### config.mk
export PLATFORM = sky130hd
export DESIGN_NAME = free_list
export DESIGN_NICKNAME = d
export VERILOG_FILES = /design/src/rtl/free_list.sv
export SDC_FILE = /design/constraint.sdc
export NUM_CORES = 1
export LEC_CHECK = 0
export ABC_AREA = 1
export BUFFER_PORTS_ARGS = -buffer_cell sky130_fd_sc_hd__clkbuf_2
export CELL_PAD_IN_SITES_DETAIL_PLACEMENT = 0
export CELL_PAD_IN_SITES_GLOBAL_PLACEMENT = 1
export CORE_MARGIN = 2
export CORE_UTILIZATION = 42
export DETAILED_ROUTE_END_ITERATION = 12
export HOLD_SLACK_MARGIN = 0.02
export PLACE_DENSITY = 0.78
export RECOVER_POWER = 25
export SLEW_MARGIN = 20
export SYNTH_ARGS = -nofsm -noshare
export SYNTH_HDL_FRONTEND = slang
export SYNTH_SLANG_ARGS = --single-unit
### constraint.sdc
create_clock -name clk_i -period 3.55 [get_ports clk_i]
set_input_delay 0.71 -clock clk_i [delete_from_list [all_inputs] [get_ports clk_i]]
set_output_delay 0.71 -clock clk_i [all_outputs]
set_load 0.05 [all_outputs]
### src/rtl/free_list.sv
`default_nettype none
// ============================================================================
// Module   : free_list
// Purpose  : Circular-buffer physical-register free list for R10K-style rename.
// Revision : 1.0 - initial release
// ============================================================================
module free_list #(
  parameter int DP_NUM   = 2,
  parameter int RT_NUM   = 2,
  parameter int AREG_NUM = 32,
  parameter int PREG_NUM = 64
) (
  input  logic                                                 clk_i,
  input  logic                                                 rst_i,
  input  logic                                                 rollback_i,
  input  logic [DP_NUM-1:0]                                    dp_alloc_i,
  output logic [DP_NUM*$clog2(PREG_NUM)-1:0]                   fl_dp_tag_o,
  output logic [$clog2(DP_NUM+1)-1:0]                          fl_avail_num_o,
  input  logic [RT_NUM-1:0]                                    rt_free_i,
  input  logic [RT_NUM*$clog2(PREG_NUM)-1:0]                   rt_tag_i,
  output logic [$clog2(PREG_NUM-AREG_NUM):0]                   fl_cnt_o
);

  localparam int c_FL_ENTRY = PREG_NUM - AREG_NUM;
  localparam int c_IDX_W    = $clog2(c_FL_ENTRY);
  localparam int c_PTR_W    = c_IDX_W + 1;
  localparam int c_TAG_W    = $clog2(PREG_NUM);
  localparam int c_AV_W     = $clog2(DP_NUM + 1);

  logic [c_TAG_W-1:0] r_entry [c_FL_ENTRY];
  logic [c_PTR_W-1:0] r_head;
  logic [c_PTR_W-1:0] r_tail;
  logic [c_PTR_W-1:0] r_rt_head;

  logic [c_PTR_W-1:0] w_count;
  logic [c_AV_W-1:0]  w_avail;
  logic [c_PTR_W-1:0] w_n_req;
  logic [c_PTR_W-1:0] w_n_grant;
  logic [c_PTR_W-1:0] w_n_free;
  logic [c_IDX_W-1:0] w_free_idx [RT_NUM];

  // Wrap bit makes tail - head distinguish full (FL_ENTRY) from empty (0).
  assign w_count  = r_tail - r_head;
  assign fl_cnt_o = w_count;

  always_comb begin
    w_avail = AV_W_CAST(DP_NUM);
    if (w_count < c_PTR_W'(DP_NUM)) begin
      w_avail = c_AV_W'(w_count);
    end
  end
  assign fl_avail_num_o = w_avail;

  function automatic logic [c_AV_W-1:0] AV_W_CAST(input int v);
    return c_AV_W'(v);
  endfunction

  always_comb begin
    w_n_req   = '0;
    w_n_grant = '0;
    for (int k = 0; k < DP_NUM; k++) begin
      if (dp_alloc_i[k]) begin
        w_n_req = w_n_req + c_PTR_W'(1);
        if (k < int'(w_avail) && !rollback_i) begin
          w_n_grant = w_n_grant + c_PTR_W'(1);
        end
      end
    end
  end

  // Valid retire slots are packed in slot order starting at tail.
  always_comb begin
    logic [c_IDX_W-1:0] v_off;
    v_off    = '0;
    w_n_free = '0;
    for (int s = 0; s < RT_NUM; s++) begin
      w_free_idx[s] = r_tail[c_IDX_W-1:0] + v_off;
      if (rt_free_i[s]) begin
        v_off    = v_off + c_IDX_W'(1);
        w_n_free = w_n_free + c_PTR_W'(1);
      end
    end
  end

  generate
    for (genvar k = 0; k < DP_NUM; k++) begin : g_tag
      logic [c_IDX_W-1:0] w_rd_idx;
      assign w_rd_idx = r_head[c_IDX_W-1:0] + c_IDX_W'(k);
      assign fl_dp_tag_o[k*c_TAG_W +: c_TAG_W] = r_entry[w_rd_idx];
    end
  endgenerate

  always_ff @(posedge clk_i) begin
    if (!rst_i) begin
      for (int i = 0; i < c_FL_ENTRY; i++) begin
        r_entry[i] <= c_TAG_W'(AREG_NUM + i);
      end
      r_head    <= '0;
      r_rt_head <= '0;
      r_tail    <= c_PTR_W'(c_FL_ENTRY);
    end else begin
      for (int s = 0; s < RT_NUM; s++) begin
        if (rt_free_i[s]) begin
          r_entry[w_free_idx[s]] <= rt_tag_i[s*c_TAG_W +: c_TAG_W];
        end
      end
      r_tail    <= r_tail + w_n_free;
      r_rt_head <= r_rt_head + w_n_free;
      // Rollback lands head on the retire-time pointer, including this cycle's frees.
      if (rollback_i) begin
        r_head <= r_rt_head + w_n_free;
      end else begin
        r_head <= r_head + w_n_grant;
      end
    end
  end

  always @(posedge clk_i) begin
    if (rst_i) begin
      assert (rollback_i || (w_n_req <= c_PTR_W'(w_avail)))
        else $error("free_list: allocate request exceeds available tags");
      assert ((dp_alloc_i & (dp_alloc_i + DP_NUM'(1))) == '0)
        else $error("free_list: allocate request not contiguous from slot 0");
      assert (rollback_i || (int'(w_count) + int'(w_n_free) <= c_FL_ENTRY))
        else $error("free_list: push beyond capacity");
      for (int s = 0; s < RT_NUM; s++) begin
        assert (!rt_free_i[s] || (rt_tag_i[s*c_TAG_W +: c_TAG_W] != '0))
          else $error("free_list: tag 0 freed");
      end
    end
  end

endmodule
`default_nettype wire

After elaboration in Yosys (flattened, before gate mapping)
Memory sizes are Yosys's and may differ from the RTL's. A register that Yosys moved wholly into a read port is not among the register bits.
Index checks and enable logic that the tools add are counted.
- output and inout bits: 20
- register bits: 18
- input port bits: 19
- memories: 1
- memory bits (writable): 192
- logic and storage cells: 43
- magnitude comparators: 3
- reduce and logical (&&, ||, !) cells: 5
- add/sub/neg operators: 8
- muxes and demuxes: 23
- memory list (name ; words ; bits a word ; rd ports ; clocked after memory_dff ; wr ports ; RTL line ; source):
    r_entry ; 32 ; 6 ; 2 ; 1 ; 32 ; 30 ; logic [c_TAG_W-1:0] r_entry [c_FL_ENTRY];
- operator list (operator ; count):
    $mux 6 ; 6
    $add 6x6->6 ; 3
    $mux 5 ; 3
    $mux 1 ; 13
    $add 6x1->6 const B ; 2
    $reduce_or 6->1 ; 2
    $lt 6x2->1 const B ; 1
    $sub 6x6->6 ; 1
    $add 5x1->5 const B ; 1
    $add 5x5->5 ; 1
    $lt 1x2->1 const A ; 2
    $logic_and 1x1->1 ; 2
    $mux 2 ; 1
    $logic_not 1->1 ; 1

Longest topological paths before layout
Gate-level depths: netlist of the first run.
- word-level depth: 13
- depth in mapped cells: 24
- depth with buffers taken out: 24

Worst setup path before layout of the first run
OpenSTA, ideal clock, no wires.
- kind: register to output
- start point: register r_head[1]
- end point: output fl_avail_num_o[0]
- slack: -399 ps
- buffers on the path: 2
- arrival time: 3239 ps
- data required time: 2840 ps
- stages on the path, launching flop included: 10
- cells stage by stage: dfxtp_1 > inv_1 > clkbuf_1 > clkbuf_1 > fa_1 > nor2_1 > nand3_1 > nor2_1 > nand2_1 > nor2_1
- longest elaborated chain between the ends: 3
- RTL lines (element ; RTL line ; source):
    start, declared ; 31 ; logic [c_PTR_W-1:0] r_head;
    start signal, assigned ; 111 ; r_head <= r_rt_head + w_n_free;
    start signal, assigned ; 113 ; r_head <= r_head + w_n_grant;
    $sub 6x6->6 ; 43 ; assign w_count = r_tail - r_head;
    via fl_cnt_o[1] ; 21 ; output logic [$clog2(PREG_NUM-AREG_NUM):0] fl_cnt_o
    $lt 6x2->1 ; 48 ; if (w_count < c_PTR_W'(DP_NUM)) begin
    $mux 2 ; 48 ;
    end, declared ; 18 ; output logic [$clog2(DP_NUM+1)-1:0] fl_avail_num_o,
The timed path passes the listed nets, and every way through them passes these cells.

==> results.toml, run 1 <==
[clock_network]
clockRootBuffer = "clkbuf_16"
cts.htree.levels = 1
hold_buffers = 0
cts.sinks = 210
cts_buffers = 25
cts_buffer_depth = 3
cts_tree = "built"
clk_transition_reported_paths_ps = 60
worst_skew_pair.late_latency_ps = 540

[grt]
grt_pass1_vias = 13367
grt_max_degree = 56
grt_pass1_wl_um = 84770
antenna_found_initial = 0
grt_overflow = 0
grt_util_all_layers = 0.3173

[timing]
whs_ps = 492.7
layout_setup_ws_ps = 81.49
min_period_ps = 3469
slew_headroom = 0.1821
setup-tns-final_ps = 0
skew_ps = 12.46
worst_slew_pin_slew_ps = 1227
drv_slew = 0
fmax_mhz = 288.3
setup_viol = 0
finalHoldViolCount = 0
post-route-period-util = 0.9770
rsz0062_at_grt = "true"

[layout]
fillers = 3444
nNetsFinal = 2173
antenna_cells = 0
drive_gt1_frac = 0.08221
syn2layout_area_growth_pct = 13.98

[detailed_routing]
drtAntennaViolNets = 0
wl_um = 58020
dr.first_iter.drc_count = 1952
vias = 14804
drc = 0
drtPass1Iterations = 6
vias_per_cell = 5.676
wl_per_cell_um = 22.25

[synthesis]
ys_types = 34
ys_ff_latch = 210
synth.avg_cell_area_um2 = 6.894
ys_warn_count = 0
yosysSeqAreaShare = 0.4193
syn_area_um2 = 14610
synth-edff-count = 192
netlist_instances = 2119
syn_nets = 2158
async_reset_ff_frac = 0
synth_ff_type = "edfxtp_1"

[power]
power_density_nw_per_um2 = 523.8
p_leak_nw = 6.899
vdd_drop_max_v = 0.0004318

[floorplanning]
num_rows = 68
die_h_um = 190.5
core_area_um2 = 34370
die_x_um = 190.5
ioPinCount = 39
dieArea_um2 = 36290
initial_core_util = 0.4250

[placement]
place.gp.congestion = 0.9566
port_buffers = 38
post-place-ws_ps = 215.4
dp_hpwl_um = 40600

[critical_path]
crit_type = "register to output pin"
rrSetupSlack_ps = 300
arrival_ps = 2760
critPathRequiredTime_ps = 2840
end_kind = "output pin"
rr_worst_depth = 19
worstSetupStartpointType = "register"
cp_max_fo = 43

[run]
cap_violations = 0

[min_path]
hold-path-cell-count = 2
min_path_type = "register to register"

[status]
outcome = "completed"
==> critical path: stages (launching register included) <==
cell and delay, ps:
dfxtp_4 360, buf_16 170, inv_4 100, buf_12 210, buf_4 210, nor2_1 50, o21ai_0 270, a21oi_1 90
nor2_2 200, nor2_1 120, nor2_1 220, buf_12 170
==> kinds of logic (layout without fill, tap and decap cells) <==
family	Yosys count	after routing	synth area share
buffers and inverters	355	389	0.09327
xor gates and xnor gates	12	12	0.009507
AOI/OAI and AO/OA	451	451	0.1586
adders and majority gates	20	20	0.01918
and+or+nand+nor	1071	1071	0.3001
DFF	210	210	0.4193
==> where the power goes <==
group          internal [mW]  switching, mW
Sequential              2.78         0.0456
Clock                   1.46           1.08
Combinational           1.07           2.28
Total                   5.32           3.41
==> per-stage QoR <==
| step | util | std cells | total power [mW] | instance area, um2 |
|---|---|---|---|---|
| global route | 0.4844 | 2608 | 9.063 | 16650 |
| detailed placement | 0.4590 | 2559 | 6.088 | 15780 |
| global placement | 0.4568 | 2556 | 6.058 | 15700 |
| CTS | 0.4853 | 2607 | 8.657 | 16680 |
| floorplan | - | 2119 | 4.799 | 14620 |
| finish | 0.4844 | 2608 | 8.721 | 16650 |
==> path summary, 6_finish.rpt <==
check | start | end
setup / recovery | r_head[0] | fl_dp_tag_o[0]
hold / removal | r_rt_head[5] | r_rt_head[5]
setup reg to reg | r_tail[0] | r_head[4]
hold reg to reg | r_rt_head[5] | r_rt_head[5]
==> sequential cells by signal, summed over array words and instances (netlist names) <==
name and count:
r_rt_head 6, r_entry 192, r_head 6, r_tail 6
==> cell type report <==
type,instances,area (um2),share of cell area
timing repair buffer,111,1121,0.06733
clock buffer,34,742.0,0.04456
sequential,210,6131,0.3682
clock inverter,12,66.31,0.003983
inverter,232,877.1,0.05267
multi-input combinational,1554,7144,0.4291
tap,455,569.3,0.03419
==> metal layers <==
metal	routed length (um)	global-route usage	vias up
met5	0	0	-
met4	2206	0.1127	0
met3	5141	0.03460	144
met2	26450	0.5158	780
met1	24220	0.4390	6890
li1	-	-	6990
==> layout by cell type (no fill, tap or decap), types with 3 or more instances in the layout <==
| cell | count |
|---|---|
| a21oi_1 | 155 |
| buf_12 | 20 |
| buf_16 | 3 |
| buf_4 | 46 |
| buf_6 | 5 |
| clkbuf_1 | 14 |
| clkbuf_16 | 27 |
| clkbuf_2 | 23 |
| clkbuf_8 | 4 |
| clkinv_1 | 5 |
| clkinv_2 | 5 |
| dfxtp_1 | 16 |
| edfxtp_1 | 192 |
| fa_1 | 3 |
| ha_1 | 15 |
| inv_1 | 219 |
| inv_2 | 10 |
| nand2_1 | 637 |
| nand3_1 | 190 |
| nor2_1 | 213 |
| nor2_2 | 7 |
| nor3_1 | 8 |
| nor3_2 | 5 |
| nor3_4 | 4 |
| o211ai_1 | 18 |
| o21ai_0 | 268 |
| o22ai_1 | 7 |
| xor2_1 | 10 |
==> synth_stat cells (2+ instances only) <==
master	number	area share
nor3_4	4	0.0045
nand2_1	638	0.16
nor2_1	216	0.055
nor2_2	5	0.0021
clkbuf_1	90	0.023
nand4_1	2	0.00086
dfxtp_1	18	0.025
ha_1	16	0.014
o211ai_1	18	0.0092
xor2_2	2	0.0022
o21ai_0	268	0.092
a21oi_1	155	0.053
edfxtp_1	192	0.39
inv_1	214	0.055
buf_2	20	0.0069
inv_2	17	0.0044
nor3_1	7	0.0024
nand3_1	189	0.065
nor3_2	6	0.0041
fa_1	4	0.0055
buf_1	11	0.0028
o22ai_1	7	0.0030
xor2_1	9	0.0054
==> what timing repair did <==
| item | 4_1_cts | 5_1_grt |
|---|---|---|
| endpoints found under the setup margin | 10 | 11 |
| cloned | 2 | 0 |
| resized for setup | 7 | 8 |
| setup buffers | 0 | 1 |
Note: power is estimated with default switching activity, not from simulation.
==> run 2, diff against run 1 <==
--- a/config.mk
+++ b/config.mk
@@ -5,16 +5,15 @@
 export SDC_FILE = /design/constraint.sdc
 export NUM_CORES = 1
 export LEC_CHECK = 0
-export ABC_AREA = 1
 export BUFFER_PORTS_ARGS = -buffer_cell sky130_fd_sc_hd__clkbuf_2
 export CELL_PAD_IN_SITES_DETAIL_PLACEMENT = 0
 export CELL_PAD_IN_SITES_GLOBAL_PLACEMENT = 1
 export CORE_MARGIN = 2
-export CORE_UTILIZATION = 42
+export CORE_UTILIZATION = 47
 export DETAILED_ROUTE_END_ITERATION = 12
 export HOLD_SLACK_MARGIN = 0.02
 export PLACE_DENSITY = 0.78
-export RECOVER_POWER = 25
+export RECOVER_POWER = 100
 export SLEW_MARGIN = 20
 export SYNTH_ARGS = -nofsm -noshare
 export SYNTH_HDL_FRONTEND = slang
==> run 2 against run 1 <==
Non-clock buffer count is 33 higher; utilization grew 7.3 points; worst hold slack better by 52 ps; clock power decreased by 4%; global-route usage shrank 1.5 points; register-to-register slack got worse by 270 ps; count of clock-buffer cells in the layout down 5; combinational power shrank 22%; wire length decreased by 18%; critical path depth is 3 lower; fmax down 1.9%; cell area down 3.4%.
==> results.toml, run 2 <==
[status]
outcome = "completed"

[critical_path]
worstSetupStartpointType = "register"
rrSetupSlack_ps = 30
crit_type = "register to output pin"
critPathRequiredTime_ps = 2840
cp_max_fo = 12
end_kind = "output pin"
r2r_end = "r_head[4]"
rr_worst_depth = 18
reg2reg_from = "r_head[0]"
arrival_ps = 2820

[synthesis]
ys_top_cells_by_count = "edfxtp_1, mux2i_1, nor2_1"
synth-xor-area-share = 0.01191
synth_simple_gate_area_share = 0.1427
yosysTopAreaCell = "edfxtp_1"
syn_nets = 1214
synth_area_leaders = "edfxtp_1, mux4_2, mux2i_1, nor2_1, nand2_1"
synth_ff_type = "edfxtp_1"
ys_warn_count = 0
synthAdderAreaFrac = 0.02022
synth_top_family_by_area = "multiplexers"
ys_ff_latch = 210
synth.area.mux_share = 0.2782
synth-edff-count = 192
synth_compound_area_frac = 0.06336
yosysSeqAreaShare = 0.4419
synth.most_common_cell = "edfxtp_1"
ys_types = 58
synth_top_cell_area_share = 0.4159
synth.avg_cell_area_um2 = 11.80
netlist_instances = 1175
syn_area_um2 = 13860
async_reset_ff_frac = 0

[grt]
grt_pass1_wl_um = 68480
grt_util_all_layers = 0.3027
grt_overflow = 0
grt_pass1_vias = 10422
grt_max_degree = 51
antenna_found_initial = 0

[timing]
setup-tns-final_ps = 0
post-route-period-util = 0.9956
fmax_mhz = 282.9
whs_ps = 544.9
slew_headroom = 0.1698
finalHoldViolCount = 0
min_period_ps = 3534
setup_viol = 0
drv_slew = 0
rsz0062_at_grt = "true"
worst_slew_pin_slew_ps = 1245
skew_ps = 14.10

[layout]
drive_gt1_frac = 0.2437
final_common_cell = "edfxtp_1"
largest_reg_flops = 192
fillers = 2468
nNetsFinal = 1282
max_flop_register = "r_entry"
mostFrequentLayoutCells = "edfxtp_1, mux2i_1, nor2_1"
syn2layout_area_growth_pct = 15.98
antenna_cells = 0
finish.utilization = 0.5572

[power]
fin_total_pwr_mw = 7.907
p_leak_nw = 5.307
power_density_nw_per_um2 = 491.7
vdd_drop_max_v = 0.0003701

[clock_network]
clk_transition_reported_paths_ps = 60
cts.htree.levels = 1
worst_skew_pair.late_latency_ps = 540
cts.sinks = 210
clockRootBuffer = "clkbuf_16"
cts_buffers = 24
hold_buffers = 0
cts_tree = "built"
cts_buffer_depth = 3

[placement]
dp_hpwl_um = 31660
place.gp.congestion = 0.9480
port_buffers = 38

[floorplanning]
initial_core_util = 0.4804
die_x_um = 175.7
dieArea_um2 = 30890
die_h_um = 175.7
num_rows = 62
core_area_um2 = 28860
ioPinCount = 39

[detailed_routing]
drtAntennaViolNets = 0
wl_um = 47330
wl_per_cell_um = 28.79
drc = 0
dr.first_iter.drc_count = 1817
vias_per_cell = 6.648
drtPass1Iterations = 6
vias = 10930

[min_path]
min_path_type = "register to register"
hold_start = "r_rt_head[5]"
hold-path-cell-count = 2
min_to = "r_rt_head[5]"

[run]
cap_violations = 0
[run 2: changes by cell type in the layout (fill, tap and decap cells not counted), sizes merged, moves of 20 or more]
| cell | previous run | this run |
|---|---|---|
| a21oi | 155 | 12 |
| o31ai | 0 | 20 |
| inv | 231 | 30 |
| or3 | 0 | 23 |
| nor2 | 221 | 136 |
| nand3 | 190 | 39 |
| a31oi | 0 | 34 |
| mux2i | 0 | 131 |
| mux4 | 0 | 108 |
| o21ai | 269 | 25 |
| nand2 | 639 | 117 |
[run 2: critical path, cell delays in order, from the launching register on]
cell,delay (ps)
dfxtp_4,400
buf_12,150
buf_4,140
bufbuf_16,320
mux4_2,350
mux4_2,460
nand2_1,110
nand2_1,120
clkbuf_4,240
[run 2: worst max path at each step]
| stage | from | to | slack [ps] | cells after the start |
|---|---|---|---|---|
| after CTS | r_head[0] | r_head[4] | -70 | 18 |
| after floorplan | r_head[1] | r_head[4] | -90 | 19 |
| final | r_head[0] | fl_dp_tag_o[5] | 20 | 8 |
| after global placement | r_tail[0] | r_head[4] | -30 | 19 |
| after detailed placement | r_tail[0] | r_head[4] | -80 | 19 |
| after global routing | r_head[0] | r_head[4] | -190 | 18 |
[run 2: layout make-up]
type	instances	area (um2)	area share
Timing Repair Buffer	144	1313	0.08163
Tap cell	384	480.5	0.02988
Multi-Input combinational cell	828	7252	0.4510
Clock inverter	14	112.6	0.007003
Inverter	35	143.9	0.008949
Clock buffer	29	640.6	0.03984
Sequential cell	210	6137	0.3817
[run 2: power breakdown]
group,internal (mW),leakage [nW],switching (mW)
Clock,1.42,0.374,1.03
Sequential,2.78,1.74,0.0604
Combinational,1.10,3.19,1.51
Total,5.30,5.31,2.61
[run 2: what timing repair did]
action                                  4_1_cts  5_1_grt
cloned                                        5        4
endpoints found under the setup margin       14       18
gates resized for setup                      13       20
setup buffers                                 5        2
pin swaps                                     6        5
[run 2: kinds of logic (layout without fill, tap and decap cells)]
logic type                 after synthesis  in the layout
DFF                                    210            210
and+or+nand+nor                        413            413
buffers and inverters                  137            222
xor gates and xnor gates                18             18
adders and majority gates               20             20
AOI/OAI and AO/OA                      128            128
muxes                                  249            249
[run 2: per-layer routing]
layer  up-vias  track usage  wire (um)
li1       4642            -          -
met1      5305       0.4130      17710
met2       828       0.4780      21320
met3       155      0.07121       6177
met4         0       0.1040       2123
met5         -            0          0
[run 2: per-stage QoR]
step           cell area (um2)  instances  worst slack [ps]
6_report                 16080       1644             15.72
5_1_grt                  16080       1644            -188.7
4_1_cts                  16090       1638            -68.14
3_5_place_dp             15060       1585            -81.47
3_3_place_gp             15060       1585            -29.18
2_1_floorplan            13990       1175            -87.14
